## src/rtl/lane_game_sequencer_if.sv

```systemverilog
`default_nettype none
// +--------------------------------------------------------------------------+
// | lane_game_sequencer_if : frame/button/coin inputs and display outputs    |
// | Revision: 1.0                                                            |
// +--------------------------------------------------------------------------+
interface lane_game_sequencer_if #(
  parameter int W          = 12,
  parameter int LANES      = 3,
  parameter int SPAWN_BITS = 3,
  parameter int SCORE_W    = 16
);
  localparam int LW = (LANES > 1) ? $clog2(LANES) : 1;

  logic                      frame_tick;
  logic                      btn_left;
  logic                      btn_right;
  logic                      btn_pause;
  logic [LANES*SPAWN_BITS:0] random;
  logic [LANES-1:0]          coin_hit;
  logic [2:0]                state;
  logic [W-1:0]              logo_voffset;
  logic [W-1:0]              head_hoffset;
  logic [W-1:0]              head_voffset;
  logic [LW-1:0]             lane;
  logic [LANES-1:0]          spawn_en;
  logic                      coin_flip;
  logic [SCORE_W-1:0]        score;

  modport master (
    output frame_tick, btn_left, btn_right, btn_pause, random, coin_hit,
    input  state, logo_voffset, head_hoffset, head_voffset, lane, spawn_en,
           coin_flip, score
  );

  modport slave (
    input  frame_tick, btn_left, btn_right, btn_pause, random, coin_hit,
    output state, logo_voffset, head_hoffset, head_voffset, lane, spawn_en,
           coin_flip, score
  );
endinterface
`default_nettype wire

```

## src/rtl/lane_game_sequencer.sv

```systemverilog
`default_nettype none
// +--------------------------------------------------------------------------+
// | lane_game_sequencer : countdown/logo/intro/play sequencer with N lanes   |
// | Revision: 1.0                                                            |
// +--------------------------------------------------------------------------+
module lane_game_sequencer #(
  parameter int W          = 12,
  parameter int LANES      = 3,
  parameter int LANE_PITCH = 100,
  parameter int COUNTDOWN  = 5,
  parameter int LOGO_STEP  = 30,
  parameter int LOGO_END   = 640,
  parameter int HEAD_START = 180,
  parameter int HEAD_STEP  = 20,
  parameter int HEAD_END   = 50,
  parameter int SPAWN_BITS = 3,
  parameter int SCORE_W    = 16
) (
  input  logic                 clk,
  input  logic                 rst,
  lane_game_sequencer_if.slave bus
);
  localparam int LW = (LANES > 1) ? $clog2(LANES) : 1;
  localparam int CW = (COUNTDOWN > 0) ? $clog2(COUNTDOWN + 1) : 1;
  localparam logic [LW-1:0] c_lane_ctr   = LW'((LANES - 1) / 2);
  localparam logic [LW-1:0] c_lane_max   = LW'(LANES - 1);
  localparam logic [W-1:0]  c_logo_end   = W'(LOGO_END);
  localparam logic [W-1:0]  c_logo_step  = W'(LOGO_STEP);
  localparam logic [W-1:0]  c_head_start = W'(HEAD_START);
  localparam logic [W-1:0]  c_head_end   = W'(HEAD_END);
  localparam logic [W-1:0]  c_head_step  = W'(HEAD_STEP);
  localparam logic [CW-1:0] c_count      = CW'(COUNTDOWN);

  typedef enum logic [2:0] {
    ST_RESET = 3'd0,
    ST_COUNT = 3'd1,
    ST_LOGO  = 3'd2,
    ST_INTRO = 3'd3,
    ST_PLAY  = 3'd4,
    ST_PAUSE = 3'd5
  } state_t;

  state_t             r_state;
  logic [CW-1:0]      r_count;
  logic [W-1:0]       r_logo;
  logic [W-1:0]       r_head_v;
  logic [W-1:0]       r_head_h;
  logic [LW-1:0]      r_lane;
  logic [LANES-1:0]   r_spawn;
  logic               r_flip;
  logic [SCORE_W-1:0] r_score;
  logic               r_btn_l_q, r_btn_r_q, r_btn_p_q;
  logic               r_pend_l, r_pend_r, r_pend_p;

  logic               w_go_l, w_go_r, w_go_p;
  logic               w_hit;
  logic [LW-1:0]      w_lane_nxt;
  logic [W-1:0]       w_hoff_nxt;
  logic [LANES-1:0]   w_spawn;

  // An edge landing on the tick cycle itself is folded in rather than lost.
  assign w_go_l = r_pend_l | (bus.btn_left  & ~r_btn_l_q);
  assign w_go_r = r_pend_r | (bus.btn_right & ~r_btn_r_q);
  assign w_go_p = r_pend_p | (bus.btn_pause & ~r_btn_p_q);
  assign w_hit  = (r_state == ST_PLAY) && bus.coin_hit[r_lane];

  always_comb begin
    w_lane_nxt = r_lane;
    if (w_go_l && !w_go_r && r_lane != '0)
      w_lane_nxt = r_lane - 1'b1;
    else if (w_go_r && !w_go_l && r_lane != c_lane_max)
      w_lane_nxt = r_lane + 1'b1;
    w_hoff_nxt = W'((int'(w_lane_nxt) - int'(c_lane_ctr)) * LANE_PITCH);
    w_spawn = '0;
    for (int i = 0; i < LANES; i++)
      w_spawn[i] = &bus.random[i*SPAWN_BITS +: SPAWN_BITS];
  end

  always_ff @(posedge clk or posedge rst) begin
    if (rst) begin
      r_state   <= ST_RESET;
      r_count   <= c_count;
      r_logo    <= '0;
      r_head_v  <= c_head_start;
      r_head_h  <= '0;
      r_lane    <= c_lane_ctr;
      r_spawn   <= '0;
      r_flip    <= 1'b0;
      r_score   <= '0;
      r_btn_l_q <= 1'b0;
      r_btn_r_q <= 1'b0;
      r_btn_p_q <= 1'b0;
      r_pend_l  <= 1'b0;
      r_pend_r  <= 1'b0;
      r_pend_p  <= 1'b0;
    end else begin
      r_btn_l_q <= bus.btn_left;
      r_btn_r_q <= bus.btn_right;
      r_btn_p_q <= bus.btn_pause;
      r_pend_l  <= w_go_l & ~bus.frame_tick;
      r_pend_r  <= w_go_r & ~bus.frame_tick;
      r_pend_p  <= w_go_p & ~bus.frame_tick;
      if (w_hit && r_score != '1)
        r_score <= r_score + 1'b1;
      if (bus.frame_tick) begin
        case (r_state)
          ST_RESET: begin
            r_state  <= ST_COUNT;
            r_count  <= c_count;
            r_logo   <= '0;
            r_head_v <= c_head_start;
            r_head_h <= '0;
            r_lane   <= c_lane_ctr;
            r_spawn  <= '0;
            r_flip   <= 1'b0;
            r_score  <= '0;
          end
          ST_COUNT: begin
            if (r_count != '0) r_count <= r_count - 1'b1;
            else               r_state <= ST_LOGO;
          end
          ST_LOGO: begin
            if (r_logo == c_logo_end)
              r_state <= ST_INTRO;
            else if (r_logo > c_logo_end - c_logo_step)
              r_logo <= c_logo_end;
            else
              r_logo <= r_logo + c_logo_step;
          end
          ST_INTRO: begin
            if (r_head_v == c_head_end)
              r_state <= ST_PLAY;
            else if (r_head_v < c_head_end + c_head_step)
              r_head_v <= c_head_end;
            else
              r_head_v <= r_head_v - c_head_step;
          end
          ST_PLAY: begin
            // Pause wins over any lane move pending on the same tick.
            if (w_go_p) begin
              r_state <= ST_PAUSE;
              r_spawn <= '0;
            end else begin
              r_spawn  <= w_spawn;
              r_flip   <= bus.random[LANES*SPAWN_BITS];
              r_lane   <= w_lane_nxt;
              r_head_h <= w_hoff_nxt;
            end
          end
          ST_PAUSE: begin
            r_spawn <= '0;
            if (w_go_p) r_state <= ST_PLAY;
          end
          default: r_state <= ST_RESET;
        endcase
      end
    end
  end

  assign bus.state        = r_state;
  assign bus.logo_voffset = r_logo;
  assign bus.head_hoffset = r_head_h;
  assign bus.head_voffset = r_head_v;
  assign bus.lane         = r_lane;
  assign bus.spawn_en     = r_spawn;
  assign bus.coin_flip    = r_flip;
  assign bus.score        = r_score;
endmodule
`default_nettype wire

```

## src/flat_wrapper.sv

```systemverilog
// flat-port wrapper written by rule: the top's interface ports become plain ports
module lane_game_sequencer_flat 
#(
  parameter int W          = 12,
  parameter int LANES      = 3,
  parameter int LANE_PITCH = 100,
  parameter int COUNTDOWN  = 5,
  parameter int LOGO_STEP  = 30,
  parameter int LOGO_END   = 640,
  parameter int HEAD_START = 180,
  parameter int HEAD_STEP  = 20,
  parameter int HEAD_END   = 50,
  parameter int SPAWN_BITS = 3,
  parameter int SCORE_W    = 16
)
  (clk, rst, bus_frame_tick, bus_btn_left, bus_btn_right, bus_btn_pause, bus_random, bus_coin_hit, bus_state, bus_logo_voffset, bus_head_hoffset, bus_head_voffset, bus_lane, bus_spawn_en, bus_coin_flip, bus_score);
  lane_game_sequencer_if #(.W(W), .LANES(LANES), .SPAWN_BITS(SPAWN_BITS), .SCORE_W(SCORE_W)) bus_i ();
  input  logic clk;
  input  logic rst;
  input wire logic [$bits(bus_i.frame_tick)-1:0] bus_frame_tick;
  input wire logic [$bits(bus_i.btn_left)-1:0] bus_btn_left;
  input wire logic [$bits(bus_i.btn_right)-1:0] bus_btn_right;
  input wire logic [$bits(bus_i.btn_pause)-1:0] bus_btn_pause;
  input wire logic [$bits(bus_i.random)-1:0] bus_random;
  input wire logic [$bits(bus_i.coin_hit)-1:0] bus_coin_hit;
  output wire logic [$bits(bus_i.state)-1:0] bus_state;
  output wire logic [$bits(bus_i.logo_voffset)-1:0] bus_logo_voffset;
  output wire logic [$bits(bus_i.head_hoffset)-1:0] bus_head_hoffset;
  output wire logic [$bits(bus_i.head_voffset)-1:0] bus_head_voffset;
  output wire logic [$bits(bus_i.lane)-1:0] bus_lane;
  output wire logic [$bits(bus_i.spawn_en)-1:0] bus_spawn_en;
  output wire logic [$bits(bus_i.coin_flip)-1:0] bus_coin_flip;
  output wire logic [$bits(bus_i.score)-1:0] bus_score;
  assign bus_i.frame_tick = bus_frame_tick;
  assign bus_i.btn_left = bus_btn_left;
  assign bus_i.btn_right = bus_btn_right;
  assign bus_i.btn_pause = bus_btn_pause;
  assign bus_i.random = bus_random;
  assign bus_i.coin_hit = bus_coin_hit;
  assign bus_state = bus_i.state;
  assign bus_logo_voffset = bus_i.logo_voffset;
  assign bus_head_hoffset = bus_i.head_hoffset;
  assign bus_head_voffset = bus_i.head_voffset;
  assign bus_lane = bus_i.lane;
  assign bus_spawn_en = bus_i.spawn_en;
  assign bus_coin_flip = bus_i.coin_flip;
  assign bus_score = bus_i.score;
  lane_game_sequencer #(.W(W), .LANES(LANES), .LANE_PITCH(LANE_PITCH), .COUNTDOWN(COUNTDOWN), .LOGO_STEP(LOGO_STEP), .LOGO_END(LOGO_END), .HEAD_START(HEAD_START), .HEAD_STEP(HEAD_STEP), .HEAD_END(HEAD_END), .SPAWN_BITS(SPAWN_BITS), .SCORE_W(SCORE_W)) u_core (.clk(clk), .rst(rst), .bus(bus_i));
endmodule
```

## config.mk

```make
export PLATFORM = sky130hd
export DESIGN_NAME = lane_game_sequencer_flat
export DESIGN_NICKNAME = d
export VERILOG_FILES = /design/src/rtl/lane_game_sequencer_if.sv /design/src/rtl/lane_game_sequencer.sv /design/src/flat_wrapper.sv
export SDC_FILE = /design/constraint.sdc
export NUM_CORES = 1
export LEC_CHECK = 0
export ABC_AREA = 1
export CAP_MARGIN = 20
export CORE_ASPECT_RATIO = 0.6
export CORE_MARGIN = 2
export CORE_UTILIZATION = 27
export CTS_CLUSTER_DIAMETER = 40
export CTS_CLUSTER_SIZE = 16
export DETAILED_ROUTE_END_ITERATION = 8
export GPL_TIMING_DRIVEN = 0
export PLACE_DENSITY = 0.47
export RECOVER_POWER = 25
export SLEW_MARGIN = 20
export SYNTH_ARGS = -nofsm -noshare
export SYNTH_HDL_FRONTEND = slang
export SYNTH_SLANG_ARGS = --single-unit
```

## constraint.sdc

```tcl
create_clock -name clk -period 1.9 [get_ports clk]
set_clock_uncertainty 0.1 [all_clocks]
set_input_delay 0.38 -clock clk [delete_from_list [all_inputs] [get_ports clk]]
set_output_delay 0.38 -clock clk [all_outputs]
set_load 0.005 [all_outputs]
```

==> flow_summary.yaml, run 1 <==
global_routing:
  grt_max_degree: 31
  first_global_vias: 3331
  antenna_violations_before_repair: 0
  grt_overflow: 0
  grt_first_pass_wirelength_mm: 16.9
  gr-usage-all-layers_pct: 14.4
layout:
  layout-drive-gt1-share_pct: 19.7
  mostFrequentLayoutCell: "nand2_1"
  finalInstanceArea_um2: 5370
  layout.cells.most_common_list: "139 x nand2_1, 69 x clkdlybuf4s50_1, 55 x inv_1"
  filler_cell_count: 1410
  finish.utilization_pct: 39.4
  final_nets: 642
  num_antenna_cells: 0
  flow.area_growth_from_synthesis_pct: 42.6
sta:
  timing_max_transition_violations_final: 0
  final.setup.worst_slack_ns: -0.0731
  hold-worst-slack_ns: 0.280
  setup-violations-final: 3
  grt_setup_unrepaired: "yes"
  hold_violations: 0
  final_min_period_over_clock_period_pct: 104
  tightest_slew_ns: 0.632
  clock.fmax_mhz: 507
  slew-limit-headroom_pct: 57.7
  final.setup.tns_ns: -0.166
  fin_crit_ns: 1.97
power_and_ir_drop:
  power_density_nw_per_um2: 1090
  p_switching_mw: 2.13
  max-vdd-ir-drop_mv: 0.453
  total_leakage_power_nw: 2.50
  p_seq_share_pct: 30.2
  switching_share_pct: 36.3
  power_report.internal_total_mw: 3.73
  total_power_mw: 5.86
  combinationalPowerShare_pct: 40.5
  power_frac_clock_pct: 29.3
detailed_routing:
  drc_errors: 0
  num_vias: 3558
  drt_iter0_markers: 147
  post_drt_wl_per_cell_um: 13.1
  drt_wl_total_mm: 10.3
  ant_nets: 0
  detailedRoute.firstPassIterationCount: 4
  avgViaCountPerCell: 4.50
yosys:
  netlist_area_um2: 3770
  yosys.area.top_type: "dfrtp_1"
  post-synth-top-area-fraction_pct: 35.9
  synth-edff-count: 0
  ys_seq_elements: 61
  synth_cells: 504
  asyncSetResetFlopFracSynth_pct: 100
  synth_top_flop_cell: "dfrtp_1"
  yosysSeqAreaShare_pct: 40.8
  yosysUniqueCellTypes: 40
  ys_top_cells_by_area: "dfrtp_1 36%, nand2_1 15%, inv_1 6.1%, nor2_1 5.5%, dfstp_2 4.9%"
  yosys_warnings: 0
  syn_area_per_cell_um2: 7.47
place:
  place.detailed.hpwl_mm: 7.51
  finalWeightedCongestion: 0.817
  placedInstanceArea_um2: 4820
  io_buffers: 74
clock_tree:
  tritoncts_clock_tree: "done"
  clk_latency_ns: 0.33
  clk_pin_slew_worst_paths_ns: 0.05
  cts_made_buffers: 9
  cts.path.max_buffers: 2
  htree_levels: 3
  cts.sink_count: 61
  clock_tree.root_cell: "clkbuf_16"
critical_path:
  critical_path_arrival_ns: 2.14
  worstSetupEndpointType: "register"
  cp-start-kind: "primary input"
  critical_path.max_fanout: 5
  timing.critical_path.required_ns: 2.06
  kind_of_critical_path: "in -> reg"
outcome:
  outcome: "finished, violations left"
  failed_checks: "negative setup slack"
floorplanning:
  io_pins: 80
  placementRows: 33
  start_util_pct: 27.6
  die_w_um: 156
  die_area_um2: 14900
  design.core.area_um2: 13600
  die_y_um: 95.5
hold_path:
  holdCritPathClass: "in -> reg"
flow_run:
  max_cap_violations: 0
==> through the flow <==
stage          instances  setup WS (ns)
4_1_cts              782        -0.0823
3_3_place_gp         756         -0.548
3_5_place_dp         758         -0.609
6_report             790        -0.0731
5_1_grt              790         -0.192
2_1_floorplan        507        -0.0673
==> metal layers <==
layer | vias up | share of wire [%] | global-route usage (%)
li1 | 1808 | - | -
met3 | 8 | 4.0 | 3.36
met1 | 1668 | 54 | 21.5
met5 | - | 0 | 0
met2 | 74 | 41 | 20.6
met4 | 0 | 0.75 | 3.44
==> registers in the layout, summed over array words and instances (netlist names) <==
signal,cells
u_core.r_pend_r,1
u_core.r_count,3
u_core.bus.logo_voffset,11
u_core.r_btn_l_q,1
u_core.r_btn_p_q,1
u_core.r_pend_l,1
u_core.bus.coin_flip,1
u_core.r_btn_r_q,1
u_core.bus.head_voffset,11
u_core.bus.state,3
u_core.bus.spawn_en,3
u_core.bus.lane,2
u_core.r_pend_p,1
u_core.bus.head_hoffset,5
u_core.bus.score,16
==> power groups by stage <==
stage	Clock, mW	Sequential [mW]	Combinational [mW]
after detailed placement	0	1.82	2.15
after global placement	0	1.82	2.12
after CTS	1.77	1.78	2.30
after floorplan	0	1.79	1.35
final	1.72	1.77	2.37
after global routing	1.83	1.81	2.69
==> timing repair <==
item | in CTS | in global routing
gates resized for setup | 15 | 27
setup endpoints to repair | 8 | 45
hold endpoints to repair | 0 | 0
hold buffers | 0 | 0
pin swaps | 8 | 13
setup buffers | 8 | 7
gates cloned | 0 | 1
==> cell families after synthesis <==
kind of cell             synth area share (%)
AO/OA/AOI/OAI                            7.67
multiplexers                            0.266
adder cells (fa/ha/maj)                  4.32
flip-flops                               40.8
XOR/XNOR                                 3.26
buffers and inverters                    10.2
AND/OR/NAND/NOR                          33.5
other                                  0.0996
==> final timing paths <==
check / start / to / slack, ns / cells after the start
setup / recovery: bus_btn_left / u_core.bus.head_hoffset[6]$_DFFE_PP0P_ / -0.07 / 11
hold / removal: bus_frame_tick / u_core.r_pend_l$_DFF_PP0_ / 0.28 / 2
setup reg to reg: u_core.bus.lane[0]$_DFFE_PP1P_ / u_core.bus.head_hoffset[6]$_DFFE_PP0P_ / -0.07 / 11
hold reg to reg: u_core.bus.head_hoffset[6]$_DFFE_PP0P_ / u_core.bus.head_hoffset[6]$_DFFE_PP0P_ / 0.38 / 2
max in group asynchronous: rst / u_core.bus.state[0]$_DFFE_PP0P_ / 0.33 / 3
min in group asynchronous: rst / u_core.bus.score[1]$_DFF_PP0_ / 0.45 / 2
==> final cells by class <==
type	count	area, um2	area share [%]
tap	175	219	4.08
buffer	14	109	2.03
multi-input combinational	360	2000	37.3
clock inverter	4	45.0	0.839
clock buffer	12	267	4.96
inverter	72	284	5.29
timing repair buffer	92	902	16.8
sequential	61	1540	28.7
==> cells in the mapped netlist (all sizes together), types with 7 or more instances <==
cell / number
a21oi: 17
buf: 14
dfrtp: 54
dfstp: 7
ha: 13
inv: 71
nand2: 153
nand3: 38
nand4: 13
nor2: 60
o21ai: 22
xor2: 9
==> critical path, cell delays in order <==
cell	delay [ns]
clkdlybuf4s50_1	0.46
a21oi_4	0.25
inv_1	0.10
nand2_4	0.10
nand2_4	0.07
xor2_4	0.23
inv_2	0.05
ha_2	0.18
xnor2_1	0.14
nand3_1	0.10
nand2_1	0.07
Power figures use the tool's default switching activity.
==> inputs of run 2 (changes only) <==
ABC_CLOCK_PERIOD_IN_PS = 1900   (was default)
==> results of run 2 <==
The final DEF is identical to that of run 1; final timing and power are the same.
